[src/rtl/ahb_display_pkg.sv]
// Shared types and constants for the AHB display slave: bus transfer codes,
// response FSM states, register indices and byte-lane helpers.
package ahb_display_pkg;

    typedef enum logic [1:0] {
        HT_IDLE   = 2'b00,
        HT_BUSY   = 2'b01,
        HT_NONSEQ = 2'b10,
        HT_SEQ    = 2'b11
    } htrans_t;

    typedef enum logic [1:0] {
        RS_IDLE,
        RS_DATA,
        RS_ERR1,
        RS_ERR2
    } resp_state_t;

    localparam logic [1:0] REG_DISP = 2'd0;
    localparam logic [1:0] REG_CTRL = 2'd1;
    localparam logic [1:0] REG_LED  = 2'd2;
    localparam logic [1:0] REG_WCNT = 2'd3;

    localparam logic [6:0] BLANK_SEG      = 7'h7F;
    localparam int         CTRL_BLINK_BIT = 8;

    function automatic logic [31:0] low_ones(input int n);
        logic [31:0] m;
        m = '0;
        for (int i = 0; i < 32; i++) begin
            if (i < n) m[i] = 1'b1;
        end
        return m;
    endfunction

    // Expands HSIZE/HADDR[1:0] into a 32-bit write mask, one byte per lane.
    function automatic logic [31:0] lane_mask(input logic [2:0] size, input logic [1:0] lo);
        logic [3:0]  lanes;
        logic [31:0] m;
        case (size)
            3'd0:    lanes = 4'b0001 << lo;
            3'd1:    lanes = lo[1] ? 4'b1100 : 4'b0011;
            default: lanes = 4'b1111;
        endcase
        for (int b = 0; b < 4; b++) begin
            m[8*b +: 8] = {8{lanes[b]}};
        end
        return m;
    endfunction

endpackage

[src/rtl/seg_hex_decode.sv]
// Combinational hex nibble to active-low seven-segment pattern (bit 0 = segment a).
module seg_hex_decode (
    input  logic [3:0] nibble,
    output logic [6:0] seg_n
);

    always_comb begin
        seg_n = 7'h7F;
        case (nibble)
            4'h0: seg_n = 7'h40;
            4'h1: seg_n = 7'h79;
            4'h2: seg_n = 7'h24;
            4'h3: seg_n = 7'h30;
            4'h4: seg_n = 7'h19;
            4'h5: seg_n = 7'h12;
            4'h6: seg_n = 7'h02;
            4'h7: seg_n = 7'h78;
            4'h8: seg_n = 7'h00;
            4'h9: seg_n = 7'h10;
            4'hA: seg_n = 7'h08;
            4'hB: seg_n = 7'h03;
            4'hC: seg_n = 7'h46;
            4'hD: seg_n = 7'h21;
            4'hE: seg_n = 7'h06;
            4'hF: seg_n = 7'h0E;
        endcase
    end

endmodule

[src/rtl/ahb_display_slave.sv]
// AHB-Lite slave owning the seven-segment digits and LED bank: register file,
// two-cycle ERROR response, hardware blink and registered segment outputs.
module ahb_display_slave
    import ahb_display_pkg::*;
#(
    parameter int NUM_DIGITS = 8,
    parameter int LED_WIDTH  = 18,
    parameter int BLINK_DIV  = 25000000,
    parameter int ADDR_WIDTH = 28
) (
    input  logic                    HCLK,
    input  logic                    HRESETn,
    input  logic                    HSEL,
    input  logic [ADDR_WIDTH-1:0]   HADDR,
    input  logic [1:0]              HTRANS,
    input  logic                    HWRITE,
    input  logic [2:0]              HSIZE,
    input  logic [31:0]             HWDATA,
    input  logic                    HREADY,
    output logic                    HREADYOUT,
    output logic                    HRESP,
    output logic [31:0]             HRDATA,
    output logic [NUM_DIGITS*7-1:0] hex_n,
    output logic [LED_WIDTH-1:0]    leds
);

    localparam logic [31:0] DISP_MASK = low_ones(4 * NUM_DIGITS);
    localparam logic [31:0] EN_MASK   = low_ones(NUM_DIGITS);
    localparam logic [31:0] CTRL_MASK = EN_MASK | (32'd1 << CTRL_BLINK_BIT);
    localparam logic [31:0] LED_MASK  = low_ones(LED_WIDTH);
    localparam int          PW        = $clog2(BLINK_DIV);
    localparam logic [PW-1:0] PRESC_MAX = PW'(BLINK_DIV - 1);

    function automatic logic [31:0] merge_lanes(input logic [31:0] old_v,
                                                input logic [31:0] new_v,
                                                input logic [31:0] m);
        return (old_v & ~m) | (new_v & m);
    endfunction

    htrans_t     trans;
    resp_state_t state;
    logic        accept, addr_err, wr_en;
    logic        write_p1;
    logic [1:0]  idx_p1;
    logic [31:0] mask_p1;
    logic [31:0] disp_r, ctrl_r, led_r;
    logic [15:0] wcnt_r;
    logic [PW-1:0] presc;
    logic        blink_phase, blink_en;
    logic [NUM_DIGITS*7-1:0] seg_dec;
    logic        unused_addr;

    assign trans       = htrans_t'(HTRANS);
    assign accept      = HSEL && HREADY && (trans == HT_NONSEQ || trans == HT_SEQ);
    assign addr_err    = (HWRITE && HADDR[3:2] == REG_WCNT) || (HSIZE > 3'd2)
                       || (HSIZE == 3'd1 && HADDR[0]) || (HSIZE == 3'd2 && HADDR[1:0] != 2'b00);
    assign unused_addr = ^HADDR[ADDR_WIDTH-1:4];

    // Address phase -> data phase: response FSM with registered HREADYOUT/HRESP
    always_ff @(posedge HCLK or negedge HRESETn) begin
        if (!HRESETn) begin
            state     <= RS_IDLE;
            HREADYOUT <= 1'b1;
            HRESP     <= 1'b0;
            write_p1  <= 1'b0;
            idx_p1    <= REG_DISP;
            mask_p1   <= '0;
        end else if (state == RS_ERR1) begin
            state     <= RS_ERR2;
            HREADYOUT <= 1'b1;
            HRESP     <= 1'b1;
        end else if (accept && addr_err) begin
            state     <= RS_ERR1;
            HREADYOUT <= 1'b0;
            HRESP     <= 1'b1;
        end else if (accept) begin
            state     <= RS_DATA;
            HREADYOUT <= 1'b1;
            HRESP     <= 1'b0;
            write_p1  <= HWRITE;
            idx_p1    <= HADDR[3:2];
            mask_p1   <= lane_mask(HSIZE, HADDR[1:0]);
        end else begin
            state     <= RS_IDLE;
            HREADYOUT <= 1'b1;
            HRESP     <= 1'b0;
        end
    end

    assign wr_en = (state == RS_DATA) && write_p1;

    // Data phase -> register file update at the edge closing the data phase
    always_ff @(posedge HCLK or negedge HRESETn) begin
        if (!HRESETn) begin
            disp_r <= '0;
            ctrl_r <= EN_MASK;
            led_r  <= '0;
            wcnt_r <= '0;
        end else if (wr_en) begin
            case (idx_p1)
                REG_DISP: disp_r <= merge_lanes(disp_r, HWDATA, mask_p1) & DISP_MASK;
                REG_CTRL: ctrl_r <= merge_lanes(ctrl_r, HWDATA, mask_p1) & CTRL_MASK;
                REG_LED:  led_r  <= merge_lanes(led_r,  HWDATA, mask_p1) & LED_MASK;
                default:  ;
            endcase
            wcnt_r <= wcnt_r + 16'd1;
        end
    end

    always_comb begin
        HRDATA = '0;
        if (state == RS_DATA && !write_p1) begin
            case (idx_p1)
                REG_DISP: HRDATA = disp_r;
                REG_CTRL: HRDATA = ctrl_r;
                REG_LED:  HRDATA = led_r;
                default:  HRDATA = {16'h0000, wcnt_r};
            endcase
        end
    end

    assign blink_en = ctrl_r[CTRL_BLINK_BIT];

    always_ff @(posedge HCLK or negedge HRESETn) begin
        if (!HRESETn) begin
            presc       <= '0;
            blink_phase <= 1'b0;
        end else if (!blink_en) begin
            presc       <= '0;
            blink_phase <= 1'b0;
        end else if (presc == PRESC_MAX) begin
            presc       <= '0;
            blink_phase <= ~blink_phase;
        end else begin
            presc       <= presc + 1'b1;
        end
    end

    for (genvar g = 0; g < NUM_DIGITS; g++) begin : g_digit
        seg_hex_decode u_dec (
            .nibble (disp_r[4*g +: 4]),
            .seg_n  (seg_dec[7*g +: 7])
        );
    end

    // Register file -> pins: segments trail the register update by one cycle
    always_ff @(posedge HCLK or negedge HRESETn) begin
        if (!HRESETn) begin
            hex_n <= {NUM_DIGITS{7'h40}};
        end else begin
            for (int i = 0; i < NUM_DIGITS; i++) begin
                hex_n[7*i +: 7] <= (!ctrl_r[i] || (blink_en && blink_phase)) ? BLANK_SEG
                                                                              : seg_dec[7*i +: 7];
            end
        end
    end

    assign leds = led_r[LED_WIDTH-1:0];

endmodule

[config.mk]
export PLATFORM = sky130hd
export DESIGN_NAME = ahb_display_slave
export DESIGN_NICKNAME = d
export VERILOG_FILES = /design/src/rtl/ahb_display_pkg.sv /design/src/rtl/seg_hex_decode.sv /design/src/rtl/ahb_display_slave.sv
export SDC_FILE = /design/constraint.sdc
export NUM_CORES = 1
export LEC_CHECK = 0
export BUFFER_PORTS_ARGS = -buffer_cell sky130_fd_sc_hd__buf_2
export CORE_UTILIZATION = 50
export DETAILED_ROUTE_END_ITERATION = 8
export GPL_ROUTABILITY_DRIVEN = 0
export HOLD_SLACK_MARGIN = 0.03
export MAX_ROUTING_LAYER = met4
export PLACE_DENSITY_LB_ADDON = 0.05
export SYNTH_ARGS = -nofsm -noshare
export SYNTH_HDL_FRONTEND = slang
export SYNTH_SLANG_ARGS = --single-unit
[constraint.sdc]
create_clock -name HCLK -period 2.3 [get_ports HCLK]
set_clock_uncertainty 0.2 [all_clocks]
set_input_delay 0.115 -clock HCLK [delete_from_list [all_inputs] [get_ports HCLK]]
set_output_delay 0.115 -clock HCLK [all_outputs]
set_load 0.01 [all_outputs]
### Word level (Yosys, flattened, before mapping)

Memory sizes are Yosys's and may differ from the RTL's.
Cells that the tools add are included.
Widths: inputs -> output; s select.

| cells by class | value |
|---|---|
| $add $sub $neg | 2 |
| order comparisons | 1 |
| eq/ne operators | 11 |
| shifts and indexed selects | 1 |
| mux-type cells | 23 |
| bitwise logic cells | 11 |
| reduce and logical (&&, ||, !) cells | 37 |

Operators with widths:

| cell | number |
|---|---|
| $pmux 32 s3 | 1 |
| $and 32x32->32 | 2 |
| $mux 7 | 8 |
| $mux 25 | 2 |
| $mux 32 | 1 |
| $not 32->32 | 1 |
| $or 32x32->32 | 1 |
| $add 25x1->25 const B | 1 |
| $eq 25x25->1 const B | 1 |
| $and 18x18->18 | 1 |
| $or 18x18->18 | 1 |
| $add 16x1->16 const B | 1 |
| $logic_or 1x1->1 | 12 |
| $eq 2x2->1 const B | 5 |
| $and 9x9->9 | 1 |
| $logic_and 1x1->1 | 9 |
| $logic_not 1->1 | 9 |
| $or 9x9->9 | 1 |
| $pmux 4 s2 | 1 |
| $mux 1 | 7 |
| $reduce_and 2->1 | 3 |
| $eq 2x1->1 const B | 2 |
| $mux 2 | 2 |
| $mux 4 | 1 |
| other kinds (10) | 12 |

| storage, ports and cells | value |
|---|---|
| bits in registers | 189 |
| bits in read-only memories | 896 |
| bits of input ports | 70 |
| output and inout port bits | 108 |
| word-level logic and storage cells | 107 |
| memories | 8 |

Memory list:

| name | words | width | rd ports | clocked after Yosys merged registers in | write ports | line | source |
|---|---|---|---|---|---|---|---|
| (name not given) | 16 | 7 | 1 | 0 | 0 | seg_hex_decode.sv:9 | `case (nibble)` |
| (name not given) | 16 | 7 | 1 | 0 | 0 | seg_hex_decode.sv:9 |  |
| (name not given) | 16 | 7 | 1 | 0 | 0 | seg_hex_decode.sv:9 |  |
| (name not given) | 16 | 7 | 1 | 0 | 0 | seg_hex_decode.sv:9 |  |
| (name not given) | 16 | 7 | 1 | 0 | 0 | seg_hex_decode.sv:9 |  |
| (name not given) | 16 | 7 | 1 | 0 | 0 | seg_hex_decode.sv:9 |  |
| 2 more memories | -- | -- | -- | -- | -- | -- |  |

### Depth between registers and ports, before layout

Gate-level depths: netlist (run 1).

| depth | value |
|---|---|
| depth after elaboration | 8 |
| depth in mapped cells | 6 |
| depth with buffers taken out | 6 |

### By module

Synthesis (run 1) repeated with hierarchy kept, for this count alone.

| unflattened totals | value |
|---|---|
| cells, all modules | 815 |
| area total of the unflattened synthesis | 9,238.9 um2 |

Modules (own cells, without submodules):

| module | times used | cells an instance | area each (um2) | sequential area each (um2) |
|---|---|---|---|---|
| ahb_display_slave | 1 | 559 | 7,036.7 | 4,200.3 |
| seg_hex_decode | 8 | 32 | 275.3 | 0.0 |

### Worst setup path after synthesis (run 1)

Ideal clock, no wire load.

| timing | value |
|---|---|
| path type | reg2reg |
| from | register presc[6] |
| to | register presc[19] |
| library setup time | 0.130 ns |
| data arrival time | 1.846 ns |
| required time | 1.970 ns |
| slack | 0.125 ns |
| stages on the path, launching flop included | 6 |
| path buffers | 1 |
| clock period less this slack | 2.175 ns |
| path through | dfrtp_1 > or4b_1 > or4_4 > o21ai_4 > buf_4 > a21oi_1 |

| on the way | value |
|---|---|
| longest elaborated chain between the ends | 3 |
| elaborated cells on any way between the ends | 4 |
| classes of those cells | 1 x add/sub; 1 x eq/ne; 2 x mux |

Ends and longest elaborated chain:

| element | line | source |
|---|---|---|
| start, declared | ahb_display_slave.sv:48 | `logic [PW-1:0] presc;` |
| start signal, assigned | ahb_display_slave.sv:135 | `presc <= presc + 1'b1;` |
| $add 25x1->25 or $eq 25x25->1 (tied branches) | ahb_display_slave.sv:135, ahb_display_slave.sv:131 |  |
| $mux 25 (*) | ahb_display_slave.sv:131 | `end else if (presc == PRESC_MAX) begin` |
| $mux 25 (*) | ahb_display_slave.sv:128 | `end else if (!blink_en) begin` |

Every way passes the cells marked *; elsewhere a longest branch is shown, timed or not.
A chain may end at the register's enable or synchronous reset.

### Worst setup path in the final report (run 1)

| timing | value |
|---|---|
| from | register presc[17] |
| to | register presc[21] |

The elaborated chain is that of the path after synthesis.

==> metrics.md, run 1 <==
| Metric | Value |
|---|---|
| Max_slew headroom | approximately 64% |
| Via density | approximately 5.4 |
| Largest family of logic cells by synthesized area | simple AND/OR/NAND/NOR gates |
| Initial antenna violation count | 0 |
| Final setup violation count | 0 |
| Crit path max fanout | 25 |
| Vias in the first global route | about 6700 |
| Share of layout cells above drive strength 1 | 30.8% |
| Total CTS buffers | 17 |
| Clk_lat worst skew | between 400 and 500 ps |
| All-Layer GR Usage | 24.1% |
| Port Buffers | between 150 and 200 |
| Detailed Route WL | between 20000 and 25000 um |
| First-pass GRT wire length | around 33000 um |
| Cells along the critical path | or4b_4, or4_4, o21ai_4, buf_12, a21oi_1 |
| First drt pass iteration count | 5 |
| Max Root-Sink Buffers | 2 |
| CP Depth | 5 |
| Post-Synth Simple-Gate Area | between 10% and 20% |
| Reg2reg path depth | 5 |
| Final hold vios | 0 |
| Htree depth | 4 |
| Power Density | 1240 nW/um^2 |
| Number of synthesized flops with an enable pin | 0 |
| Final ANT Viol Nets | 0 |
| Setup TNS | 0 ps |
| Status | complete, no violations |
| Class of the worst hold path | input pin to async pin |
| Slowest stage cell, crit path | or4_4 |
| Largest cells by area after synthesis | dfrtp_1, mux2_2, ha_1 |
| Initial DRC count | about 340 |
| Post-synthesis cell count | 818 |
| Asr flop ratio synth | between 90% and 100% |
| Max Freq | 445 MHz |
| Chip height | about 130 um |
| Slew Viols, Final | 0 |
| Flops & latches, synth | about 170 |
| RSZ-0062 raised after global routing | yes |
| Syn avg cell area | roughly 11 um^2 |
| Crit-path leading delay family | simple AND/OR/NAND/NOR gates |
| Row count | 48 |
| Synth Area in XOR/XNOR | approximately 2.6% |
| Die Wd | 135 um |
| Post-synthesis sequential area ratio | 47.7% |
| Diode count | 0 |
| DR WL/cell | 16.3 um |
| Die area | 18100 um^2 |
| Detailed placer's ending HPWL | around 15000 um |
| Most frequent cells in the layout | buf_2, dfrtp_1, nand2_1 |
| Adder-Cell Fraction of Synth Area | roughly 7.1% |
| WS Path Type | flip-flop to flip-flop |
| Via count | 6803 |
| Reg2reg end | presc[21] |
| Delay of the slowest critical-path stage | 570 ps |
| CTS clk-pin slew, worst paths | 60 ps |
| Min Tclk post-route | 2250 ps |
| CTS sink count | ~170 |
| Worst EP required | ~2400 ps |
| Pleak | ~4.8 nW |
| Part of the cycle the worst path needs | a little over nine tenths |
| Synth area leader | dfrtp_1 |
| Util after Layout | between 60% and 70% |
| Critical path arrival | 2330 ps |
| Core Footprint | roughly 17000 um^2 |
| Max-cap violations | 0 |
| Starting Density | between 50% and 60% |
| Maximum vdd ir drop | slightly below 0.0006 V |
| Mapped Area | around 9000 um^2 |
| Synth Area in Compound Gates | approximately 11% |
| Synth Warn # | 0 |
| Synth cell types | 49 |
| Overflow after GRT | 0 |
| Largest net degree at the start of global routing | between 50 and 60 |
| Reg2reg start | presc[17] |
| Worst-Margin Slew | ~530 ps |
| P&R area growth vs syn | 24.7% |
| Post-route DRC violation count | 0 |
| Root Driver | clkbuf_16 |
| Final Total Pwr | between 0.01 and 0.015 W |
| Crit end category | flip-flop |
| Sum of buffers and inverters on the critical path | 1 |
| Most common cell after layout, fill and taps aside | buf_2 |
| R2R setup slack | 50 ps |
| I/O pin count | 178 |
| Crit path launch type | flip-flop |
| CTS tree | built |
| Mux cell area share after synthesis | 12.8% |
| Layout Nets | around 1100 |
| Top FF cell, synth | dfrtp_1 |
| Post-Syn Nets | 938 |
| Yosys top cell area share | a little over two fifths |
[worst max path at each step]
| stage | startpoint | to | slack, ps |
|---|---|---|---|
| after floorplan | presc[6] | presc[19] | 120 |
| after global placement | presc[0] | presc[24] | 50 |
| after detailed placement | presc[0] | presc[24] | -20 |
| after CTS | idx_p1[1] | HRDATA[14] | 20 |
| after global routing | HRESP | HRDATA[24] | -10 |
| final | presc[17] | presc[21] | 50 |
[stage by stage]
step	setup WS (ps)	area (um^2)	instances	hold WS, ps
after floorplan	125	8810	818	-381
after global placement	49.7	9860	1171	-99.1
after detailed placement	-16.4	9860	1171	-91.3
after CTS	18.8	11000	1252	43.4
after global routing	-13.8	11000	1253	62.1
final	52.8	11000	1253	23.5
[layout make-up]
| type | count | area (um^2) |
|---|---|---|
| sequential | 167 | 4200 |
| multi-input combinational | 580 | 4360 |
| clock inverter | 8 | 120 |
| tap | 225 | 282 |
| fill | 1381 | 6250 |
| inverter | 27 | 101 |
| timing repair buffer | 222 | 1440 |
| clock buffer | 24 | 482 |
[power breakdown]
group | switching (W) | leakage (nW) | internal (W) | total (W)
sequential | 0.00123 | 1.98 | 0.00408 | 0.00531
clock | 0.00111 | 0.290 | 0.00179 | 0.00290
combinational | 0.00269 | 2.56 | 0.00271 | 0.00541
total | 0.00504 | 4.83 | 0.00858 | 0.0136
[kinds of logic (layout without fill, tap and decap cells)]
group | Yosys count | count (layout)
AOI/OAI and AO/OA | 144 | 144
xor gates and xnor gates | 26 | 26
adders and majority gates | 50 | 50
buffers and inverters | 71 | 281
DFF | 167 | 167
muxes | 94 | 94
and+or+nand+nor | 266 | 266
[cell usage after synthesis, types with 2 or more instances]
| library cell | instances |
|---|---|
| nand3_1 | 27 |
| xnor2_1 | 19 |
| xor2_1 | 7 |
| nor2_1 | 36 |
| nor3_1 | 17 |
| or3_1 | 6 |
| nand4_1 | 8 |
| or2_2 | 2 |
| o21ai_0 | 24 |
| a21oi_1 | 19 |
| dfstp_2 | 17 |
| a41o_1 | 2 |
| or4_1 | 8 |
| nand2b_1 | 20 |
| and4_1 | 2 |
| nand2_1 | 82 |
| nand4b_1 | 2 |
| o311ai_0 | 5 |
| o21a_1 | 15 |
| a21o_1 | 2 |
| clkbuf_1 | 39 |
| nor4_1 | 2 |
| nor2b_1 | 18 |
| a22oi_1 | 7 |
| o22ai_1 | 5 |
| and2_1 | 16 |
| and3_1 | 6 |
| mux2_2 | 79 |
| buf_1 | 2 |
| o31ai_1 | 6 |
| buf_4 | 2 |
| ha_1 | 50 |
| inv_1 | 27 |
| mux2i_1 | 8 |
| dfrtp_1 | 150 |
| nand3b_1 | 9 |
| mux4_2 | 7 |
| o211ai_1 | 54 |
[metal layers]
layer  vias to the layer above  track usage (%)  share of wire [%]  wire length [um]
met1                      3324             30.3                 44              8970
met3                        23             3.68                3.9               790
met2                       167             40.2                 51             10400
li1                       3289                -                  -                 -
met5                         -                -                  0                 0
met4                         0             7.49                1.5               301
[repair_timing]
item | 4_1_cts | 5_1_grt
hold buffers | 49 | 1
endpoints found under the setup margin | 28 | 33
hold endpoints to repair | 226 | 1
resized for setup | 3 | 5
setup buffers | 0 | 1
(Power assumes the default switching activity.)
==> run 2, diff against run 1 <==
- clock period: 2.3 -> 1.9 ns (I/O delays scaled with it)
==> metrics.md, run 2 (synthesized netlist as in run 1, its figures left out) <==
| Metric | Value |
|---|---|
| Status | finished, violations left |
| Failing checks | negative setup slack |
| Max-cap violations | 0 |
| Most common cell after layout, fill and taps aside | dfrtp_1 |
| WS Path Type | flip-flop to flip-flop |
| Critical path arrival | between 2000 and 2500 ps |
| Core Footprint | about 17000 um^2 |
| Via count | 7158 |
| Htree depth | 4 |
| Class of the worst hold path | input pin to flip-flop |
| Pleak | 5.33 nW |
| Final hold vios | 0 |
| Clk_lat worst skew | roughly 430 ps |
| Max_slew headroom | approximately 64% |
| Crit path from | presc[23] |
| All-Layer GR Usage | approximately a quarter |
| Crit path max fanout | 11 |
| Die area | between 15000 and 20000 um^2 |
| DR WL/cell | between 15 and 20 um |
| Row count | 48 |
| Starting Density | 51.1% |
| Min Tclk post-route | approximately 2200 ps |
| First-pass GRT wire length | 35800 um |
| Part of the cycle the worst path needs | 117% |
| Final setup violation count | 90 |
| Worst EP required | 2000 ps |
| CTS sink count | between 150 and 200 |
| Most frequent cells in the layout | dfrtp_1, buf_2, mux2_2 |
| CTS tree | built |
| Setup TNS | -16720 ps |
| Reg2reg start | presc[23] |
| Slew Viols, Final | 0 |
| Power Density | about 1500 nW/um^2 |
| Final ANT Viol Nets | 0 |
| Initial antenna violation count | 0 |
| RSZ-0062 raised after global routing | yes |
| Overflow after GRT | 0 |
| Detailed placer's ending HPWL | approximately 15000 um |
| Crit end category | flip-flop |
| Crit path launch type | flip-flop |
| Initial DRC count | 284 |
| Util after Layout | a little over 70% |
| Maximum vdd ir drop | between 0.0009 and 0.001 V |
| Share of layout cells above drive strength 1 | around two fifths |
| I/O pin count | 178 |
| Max Root-Sink Buffers | 2 |
| Total CTS buffers | 17 |
| Via density | between 5 and 6 |
| Hold path startpoint | HWDATA[23] |
| Layout Nets | about 1200 |
| First drt pass iteration count | 4 |
| Vias in the first global route | between 7000 and 8000 |
| Detailed Route WL | 22200 um |
| CTS clk-pin slew, worst paths | about 60 ps |
| Worst-Margin Slew | ~550 ps |
| PnR worst setup slack | -317 ps |
| Die Wd | approximately 130 um |
| P&R area growth vs syn | 38.1% |
| Largest net degree at the start of global routing | 40 |
| Max Freq | roughly 450 MHz |
| Root Driver | clkbuf_16 |
| Chip height | between 100 and 150 um |
| Diode count | 0 |
| Post-route DRC violation count | 0 |
| Port Buffers | ~150 |
[run 2: cell count changes in the layout (fill, tap and decap cells not counted), sizes merged]
cell         before  now
buf             173  231
bufinv            3    2
clkbuf           24   25
clkinvlp          2    1
dlygate4sd3      49   50
inv              27   28
[run 2: layer usage]
layer	global-route usage, %	part of all wire [%]	wire (um)
met5	-	0	0
met4	10.2	2.2	497
met3	4.13	3.7	819
met2	44.7	52	11500
met1	31.4	42	9390
[run 2: critical path, stage by stage (launching register included)]
cell and delay, ps:
dfrtp_1 390, or4b_1 500, or4_4 570, o21ai_4 200, buf_6 170, a21oi_1 60
[run 2: layout make-up]
class,count,area (um^2)
repair buffers,281,2190
well taps,225,282
flip-flops and latches,167,4200
clock inverters,7,91.3
fillers,1249,5070
inverters,27,101
multi-input cells,580,4800
clock buffers,25,495
[run 2: path summary, 6_finish.rpt]
path	to	slack, ps	cells after the start
hold / removal	flip-flop	230	3
hold reg to reg	wcnt_r[10]	300	1
setup / recovery	presc[8]	-320	5
setup reg to reg	presc[8]	-320	5
max in group asynchronous	hex_n[34]	350	4
min in group asynchronous	hex_n[5]	440	3
[run 2: where the power goes]
part | switching, W | internal, W | leakage (nW)
clock network | 0.00137 | 0.00207 | 0.288
logic | 0.00405 | 0.00415 | 3.06
registers | 0.00144 | 0.00494 | 1.98
[run 2: metrics by stage]
step / total power, W / std cells / hold WS (ps) / area (um^2) / worst slack (ps)
after floorplan: 0.0108 / 818 / -401 / 8850 / -275
after global placement: 0.0128 / 1216 / -214 / 10300 / -289
after detailed placement: 0.0131 / 1216 / -208 / 10300 / -330
after CTS: 0.0178 / 1311 / 42.1 / 11900 / -304
after global routing: 0.0192 / 1312 / 234 / 12200 / -380
final: 0.0180 / 1312 / 231 / 12200 / -317
[run 2: timing repair]
action	in CTS	in global routing
setup buffers	13	6
setup endpoints to repair	82	147
gates resized for setup	102	56
pin swaps	20	14
hold buffers	50	2
endpoints found under the hold margin	233	23
gates cloned	1	0
